$ cat src/rtl/regfile_wr_arbiter.sv
// Round-robin arbiter sharing the register-file write port between two writeback
// requesters, with a pending-write scoreboard for read-after-write hazard stalls.
module regfile_wr_arbiter #(
  parameter int DATA_W  = 64,
  parameter int ADDR_W  = 5,
  parameter int ZR_ADDR = 31
) (
  input  logic                     clk,
  input  logic                     reset,
  input  logic                     req0_valid,
  input  logic [ADDR_W-1:0]        req0_addr,
  input  logic [DATA_W-1:0]        req0_data,
  output logic                     req0_ready,
  input  logic                     req1_valid,
  input  logic [ADDR_W-1:0]        req1_addr,
  input  logic [DATA_W-1:0]        req1_data,
  output logic                     req1_ready,
  input  logic                     claim_valid,
  input  logic [ADDR_W-1:0]        claim_addr,
  input  logic [ADDR_W-1:0]        q1_addr,
  input  logic [ADDR_W-1:0]        q2_addr,
  output logic                     haz1,
  output logic                     haz2,
  output logic                     we3,
  output logic [ADDR_W-1:0]        wa3,
  output logic [DATA_W-1:0]        wd3,
  output logic [(2**ADDR_W)-2:0]   pending
);

  localparam int NREG = (2**ADDR_W) - 1;
  localparam logic [ADDR_W-1:0] ZR = ADDR_W'(ZR_ADDR);

  typedef enum logic {GNT_REQ0 = 1'b0, GNT_REQ1 = 1'b1} gnt_e;

  gnt_e               last_grant;
  logic               gnt0, gnt1, hs;
  logic [ADDR_W-1:0]  hs_addr;
  logic [DATA_W-1:0]  hs_data;
  logic [NREG-1:0]    pending_nxt;

  // On contention the requester that did not win last time is favoured.
  always_comb begin
    gnt0    = req0_valid && (!req1_valid || (last_grant == GNT_REQ1));
    gnt1    = req1_valid && (!req0_valid || (last_grant == GNT_REQ0));
    hs      = gnt0 || gnt1;
    hs_addr = gnt0 ? req0_addr : req1_addr;
    hs_data = gnt0 ? req0_data : req1_data;
  end

  assign req0_ready = gnt0;
  assign req1_ready = gnt1;

  // Claim is applied after the clear so a new producer keeps the bit set.
  always_comb begin
    pending_nxt = pending;
    for (int unsigned i = 0; i < NREG; i++) begin
      if (hs && (hs_addr == ADDR_W'(i)) && (hs_addr != ZR))
        pending_nxt[i] = 1'b0;
      if (claim_valid && (claim_addr == ADDR_W'(i)) && (claim_addr != ZR))
        pending_nxt[i] = 1'b1;
    end
  end

  always_comb begin
    haz1 = 1'b0;
    haz2 = 1'b0;
    for (int unsigned i = 0; i < NREG; i++) begin
      if ((q1_addr == ADDR_W'(i)) && (q1_addr != ZR) && pending[i]) haz1 = 1'b1;
      if ((q2_addr == ADDR_W'(i)) && (q2_addr != ZR) && pending[i]) haz2 = 1'b1;
    end
  end

  always_ff @(posedge clk or negedge reset) begin
    if (!reset) begin
      last_grant <= GNT_REQ1;
      we3        <= 1'b0;
      wa3        <= '0;
      wd3        <= '0;
      pending    <= '0;
    end else begin
      pending <= pending_nxt;
      we3     <= hs && (hs_addr != ZR);
      if (hs) begin
        last_grant <= gnt1 ? GNT_REQ1 : GNT_REQ0;
      end
      if (hs && (hs_addr != ZR)) begin
        wa3 <= hs_addr;
        wd3 <= hs_data;
      end
    end
  end

endmodule

$ cat config.mk
export PLATFORM = sky130hd
export DESIGN_NAME = regfile_wr_arbiter
export DESIGN_NICKNAME = d
export VERILOG_FILES = /design/src/rtl/regfile_wr_arbiter.sv
export SDC_FILE = /design/constraint.sdc
export NUM_CORES = 1
export LEC_CHECK = 0
export CORE_MARGIN = 4
export CORE_UTILIZATION = 41
export DETAILED_ROUTE_END_ITERATION = 7
export GPL_TIMING_DRIVEN = 0
export PLACE_DENSITY = 0.81
export SETUP_SLACK_MARGIN = 0.4
export SLEW_MARGIN = 5
export SYNTH_ARGS = -nofsm -noshare
export SYNTH_HDL_FRONTEND = slang
export SYNTH_SLANG_ARGS = --single-unit
$ cat constraint.sdc
create_clock -name clk -period 2.06 [get_ports clk]
set_input_delay 0.309 -clock clk [delete_from_list [all_inputs] [get_ports clk]]
set_output_delay 0.309 -clock clk [all_outputs]
set_load 0.02 [all_outputs]
=== Yosys cells after proc, flatten, opt, wreduce, memory -nomap -nowiden ===
Cells that the tools add are included.

* Register bits: 102
* Logic and storage cells: 578
* Output and inout bits: 105

* Equality and inequality tests: 124
* Bitwise logic cells: 1
* Reduce and logical (&&, ||, !) cells: 291
* Muxes and demuxes: 127

{| class="wikitable"
|+ Operators by type and width
! cell !! count
|-
| == test 5 bit (second input constant) || 60
|-
| logical AND 1 bit || 251
|-
| == test 5 x 4 -> 1 bit (second input constant) || 32
|-
| two-way mux 1 bit || 125
|-
| == test 5 x 3 -> 1 bit (second input constant) || 16
|-
| two-way mux 64 bit || 1
|-
| nonzero test 2 bit || 31
|-
| == test 5 x 2 -> 1 bit (second input constant) || 8
|-
| == test 5 x 1 -> 1 bit (second input constant) || 4
|-
| zero test 5 bit || 4
|-
| inequality test 5 bit (second input constant) || 4
|-
| two-way mux 5 bit || 1
|-
| logical OR 1 bit || 3
|-
| zero test 1 bit || 2
|-
| inverter 1 bit || 1
|}

=== Depth between registers and ports, before layout ===
* Depth after elaboration: 34
* Mapped depth: 8

=== Worst setup path before layout ===
OpenSTA, ideal clock, no wires.

* Path type: input port to output port
* From: input q2_addr[2]
* To: output haz2
* Required time: 1.751 ns
* Buffers on the path: 2
* Slack: 0.080 ns
* Arrival: 1.671 ns
* Stages: 7
* Cells stage by stage: clkbuf_1 clkbuf_1 nand4b_1 o31ai_1 a22oi_1 nand3_1 a21boi_0

* Cells in the longest elaborated chain, start to end: 34

{| class="wikitable"
|+ Ends and longest elaborated chain
! element !! RTL line !! text
|-
| start: declaration || 21 || <nowiki>input logic [ADDR_W-1:0] q2_addr,</nowiki>
|-
| inequality test 5 bit / zero test 5 bit (equally long branches) || 69 || <nowiki>if ((q2_addr == ADDR_W'(i)) && (q2_addr != ZR) && pending[i]) haz2 = 1'b1;</nowiki>
|-
| logical AND 1 bit (2 in series) || 69 ||
|-
| two-way mux 1 bit (30 in series) || 69 ||
|-
| two-way mux 1 bit (*) || 69 ||
|-
| end: declaration || 23 || <nowiki>output logic haz2,</nowiki>
|}

Every way passes the cells marked *; elsewhere a longest branch is shown, timed or not.

=== Worst setup path after layout ===
* From: register pending[29]
* To: output haz2

* Cells in the longest elaborated chain, start to end: 3

{| class="wikitable"
|+ Ends and longest elaborated chain
! element !! RTL line !! text
|-
| start: declaration || 27 || <nowiki>output logic [(2**ADDR_W)-2:0] pending</nowiki>
|-
| start signal: assignment || 81 || <nowiki>pending <= pending_nxt;</nowiki>
|-
| logical AND 1 bit || 69 ||
|-
| two-way mux 1 bit (2 in series) || 69 ||
|}

Every way passes these cells.

==> qor.csv <==
metric,value,unit
final_net_count,1131,
first_iter_violations,775,
ys.flop_type,dfrtp_1,
fmax,447,MHz
seqCellArea,2560,µm²
ys_seq_area_share,47.2,%
path_clk_slew,80,ps
ioPinCount,263,
setup_ws,-180,ps
placement_rows,41,
dpl_cell_area,8300,µm²
grt_util_all_layers,34.3,%
wl_per_cell,27.1,µm
grt_setup_unrepaired,true,
fin_setup_tns,-269,ps
drive_gt1_share,31.8,%
drv_slew,0,
synth_warnings,0,
die_w,123,µm
dieArea,15100,µm²
drc,0,
finalSetupViolCount,3,
critical_path_class,register to output pin,
period_needed,2240,ps
relSlewSlack,57.6,%
grt_pass1_wl,39200,µm
num_vias,7279,
cts.sinks,102,
drt-vias-per-instance,6.31,
area_growth,107,%
status,"finished, violations left",
critPathMaxStageDelay,490,ps
power_density,843,nW/µm²
async_flop_share,100,%
worstPathRequired,1750,ps
syn_area_per_cell,8.58,µm²
io_buffer_count,259,
hold_viol_final,0,
cts_tree,yes,
ys_ff_latch,102,
fp.dieH,123,µm
max_cap_viol_count,0,
hold_path_class,input pin to register,
cts_buffers,9,
clock_skew,10.4,ps
grt_overflow,0,
cts_max_path_buffers,2,
leakage,4.68,nW
cp_max_fo,2,
syn_inst,630,
crit_chain,"mux4_2, nor2b_4, o21ai_1, nand3_1, a21boi_4, buf_6",
grt_pass1_vias,7168,
fin_crit_sh,109,%
core,12800,µm²
grt_max_degree,58,
place_ws,-961,ps
multiInputGateArea,3940,µm²
drtAntennaViolNets,0,
worst_setup_path_end_kind,output pin,
synth-edff-count,0,
fillers,557,
clock_latency,370,ps
syn_area,5410,µm²
design_area,11200,µm²
design_power_total,9.45,mW
cp.arrival,1930,ps
crit_family,multiplexers,
slowest_stage,mux4_2,
ir_worst_vdd,0.497,mV
synth_cell_types,58,
htreeDepth,3,
cp-start-kind,register,
cp_num_buf_inv,1,
syn_nets,788,
drtPass1Iterations,5,
start_util,42.3,%
dp_hpwl,16600,µm
clockRootBuffer,clkbuf_16,
violations,negative setup slack,
place.gp.congestion,0.881,
postRouteWirelength,31300,µm
worst_slew_pin_slew,637,ps
antenna_found_initial,4,
==> power by group <==
| part | leakage, nW | total (mW) | internal (mW) | switching [mW] |
|---|---|---|---|---|
| Combinational | 3.31 | 4.20 | 1.97 | 2.24 |
| Clock | 0.185 | 2.23 | 1.36 | 0.871 |
| Sequential | 1.19 | 3.02 | 2.44 | 0.571 |
| Total | 4.68 | 9.45 | 5.77 | 3.68 |
==> worst register-to-register path: cells and delay by family (launching register included) <==
family	cells	cell delay [ps]
flops	1	380
simple gates	2	310
compound gates	2	550
buf+inv	5	720
==> state kept, by name, summed over array words and instances (netlist names) <==
signal,flops
wd3,64
we3,1
last_grant,1
pending,31
wa3,5
==> through the flow <==
step           std cells  util, %  hold slack [ps]
4_1_cts             1128     78.9              475
6_report            1153     87.8              492
5_1_grt             1153     87.8              502
3_5_place_dp        1062     65.0              361
2_1_floorplan        630        -             13.4
3_3_place_gp        1061     64.8              495
==> repair_timing <==
item                                    CTS  global route
pin swaps                                31            39
resized for setup                       383           184
endpoints found under the hold margin    45             0
endpoints found under the setup margin  168           120
hold buffers                              1             0
gates cloned                              9             2
setup buffers                            40            20
==> layout by cell type, fill, tap and decap left out, drive strengths merged, types with 5 or more instances in the layout <==
master and instances:
nand2 143, clkdlybuf4s50 139, buf 104, dfrtp 101
dlygate4sd2 95, nor2 77, a31oi 71, o21ai 45
clkbuf 27, o31ai 25, dlymetal6s2s 18, inv 11
nor2b 11, a21oi 9, mux2i 8, nand3 7
nand4b 6, nand2b 6, nand4 5, nor3 5
==> area by class of cell <==
| cell class | instances | share of cell area, % |
|---|---|---|
| antenna | 3 | 0.0670 |
| buffer | 44 | 4.59 |
| clock buffer | 10 | 2.13 |
| clock inverter | 6 | 1.25 |
| inverter | 10 | 0.446 |
| multi-input combinational | 474 | 35.1 |
| sequential | 102 | 22.9 |
| tap | 172 | 1.92 |
| timing repair buffer | 332 | 31.6 |
==> synth_stat cells (all sizes together), types with 5 or more instances <==
| master | n | share of area, % |
|---|---|---|
| nand2 | 143 | 10 |
| dfrtp | 101 | 47 |
| nor2 | 77 | 5.3 |
| a31oi | 71 | 8.4 |
| o21ai | 45 | 4.2 |
| buf | 25 | 2.5 |
| o31ai | 25 | 3.5 |
| clkbuf | 19 | 1.3 |
| nor2b | 11 | 1.3 |
| inv | 10 | 0.69 |
| a21oi | 9 | 0.83 |
| mux2i | 8 | 1.5 |
| nand3 | 7 | 0.65 |
| nand2b | 6 | 0.83 |
| nand4b | 6 | 0.97 |
| nand4 | 5 | 0.58 |
| nor3 | 5 | 0.46 |
==> metal layers <==
| layer | global-route usage (%) | vias to the layer above | wire length [µm] |
|---|---|---|---|
| met2 | 58.3 | 582 | 15400 |
| met4 | 16.5 | 2 | 2300 |
| met5 | 0 | - | 13 |
| met1 | 37.8 | 3521 | 10400 |
| li1 | - | 2962 | - |
| met3 | 12.5 | 212 | 3230 |
==> cell families (layout without fill, tap and decap cells) <==
logic type             count (synthesis)  count (layout)  synth area share [%]
AO/OA/AOI/OAI                        188             188                  22.9
multiplexers                          13              13                  2.94
AND/OR/NAND/NOR                      273             273                  22.3
other                                  0               3                     0
flip-flops                           102             102                  47.2
buffers and inverters                 54             402                  4.56
==> final timing paths <==
path	start	depth (start not counted)	endpoint	slack, ps
setup reg to reg	last_grant$_DFFE_PN1N_	9	wd3[3]$_DFFE_PN0P_	-10
hold / removal	req0_data[44]	3	wd3[44]$_DFFE_PN0P_	490
setup / recovery	pending[29]$_DFFE_PN0P_	6	haz2	-180
hold reg to reg	wa3[1]$_DFFE_PN0P_	2	wa3[1]$_DFFE_PN0P_	560
min in group asynchronous	reset	2	wd3[11]$_DFFE_PN0P_	520
max in group asynchronous	reset	3	last_grant$_DFFE_PN1N_	780
Note: power is estimated with default switching activity, not from simulation.
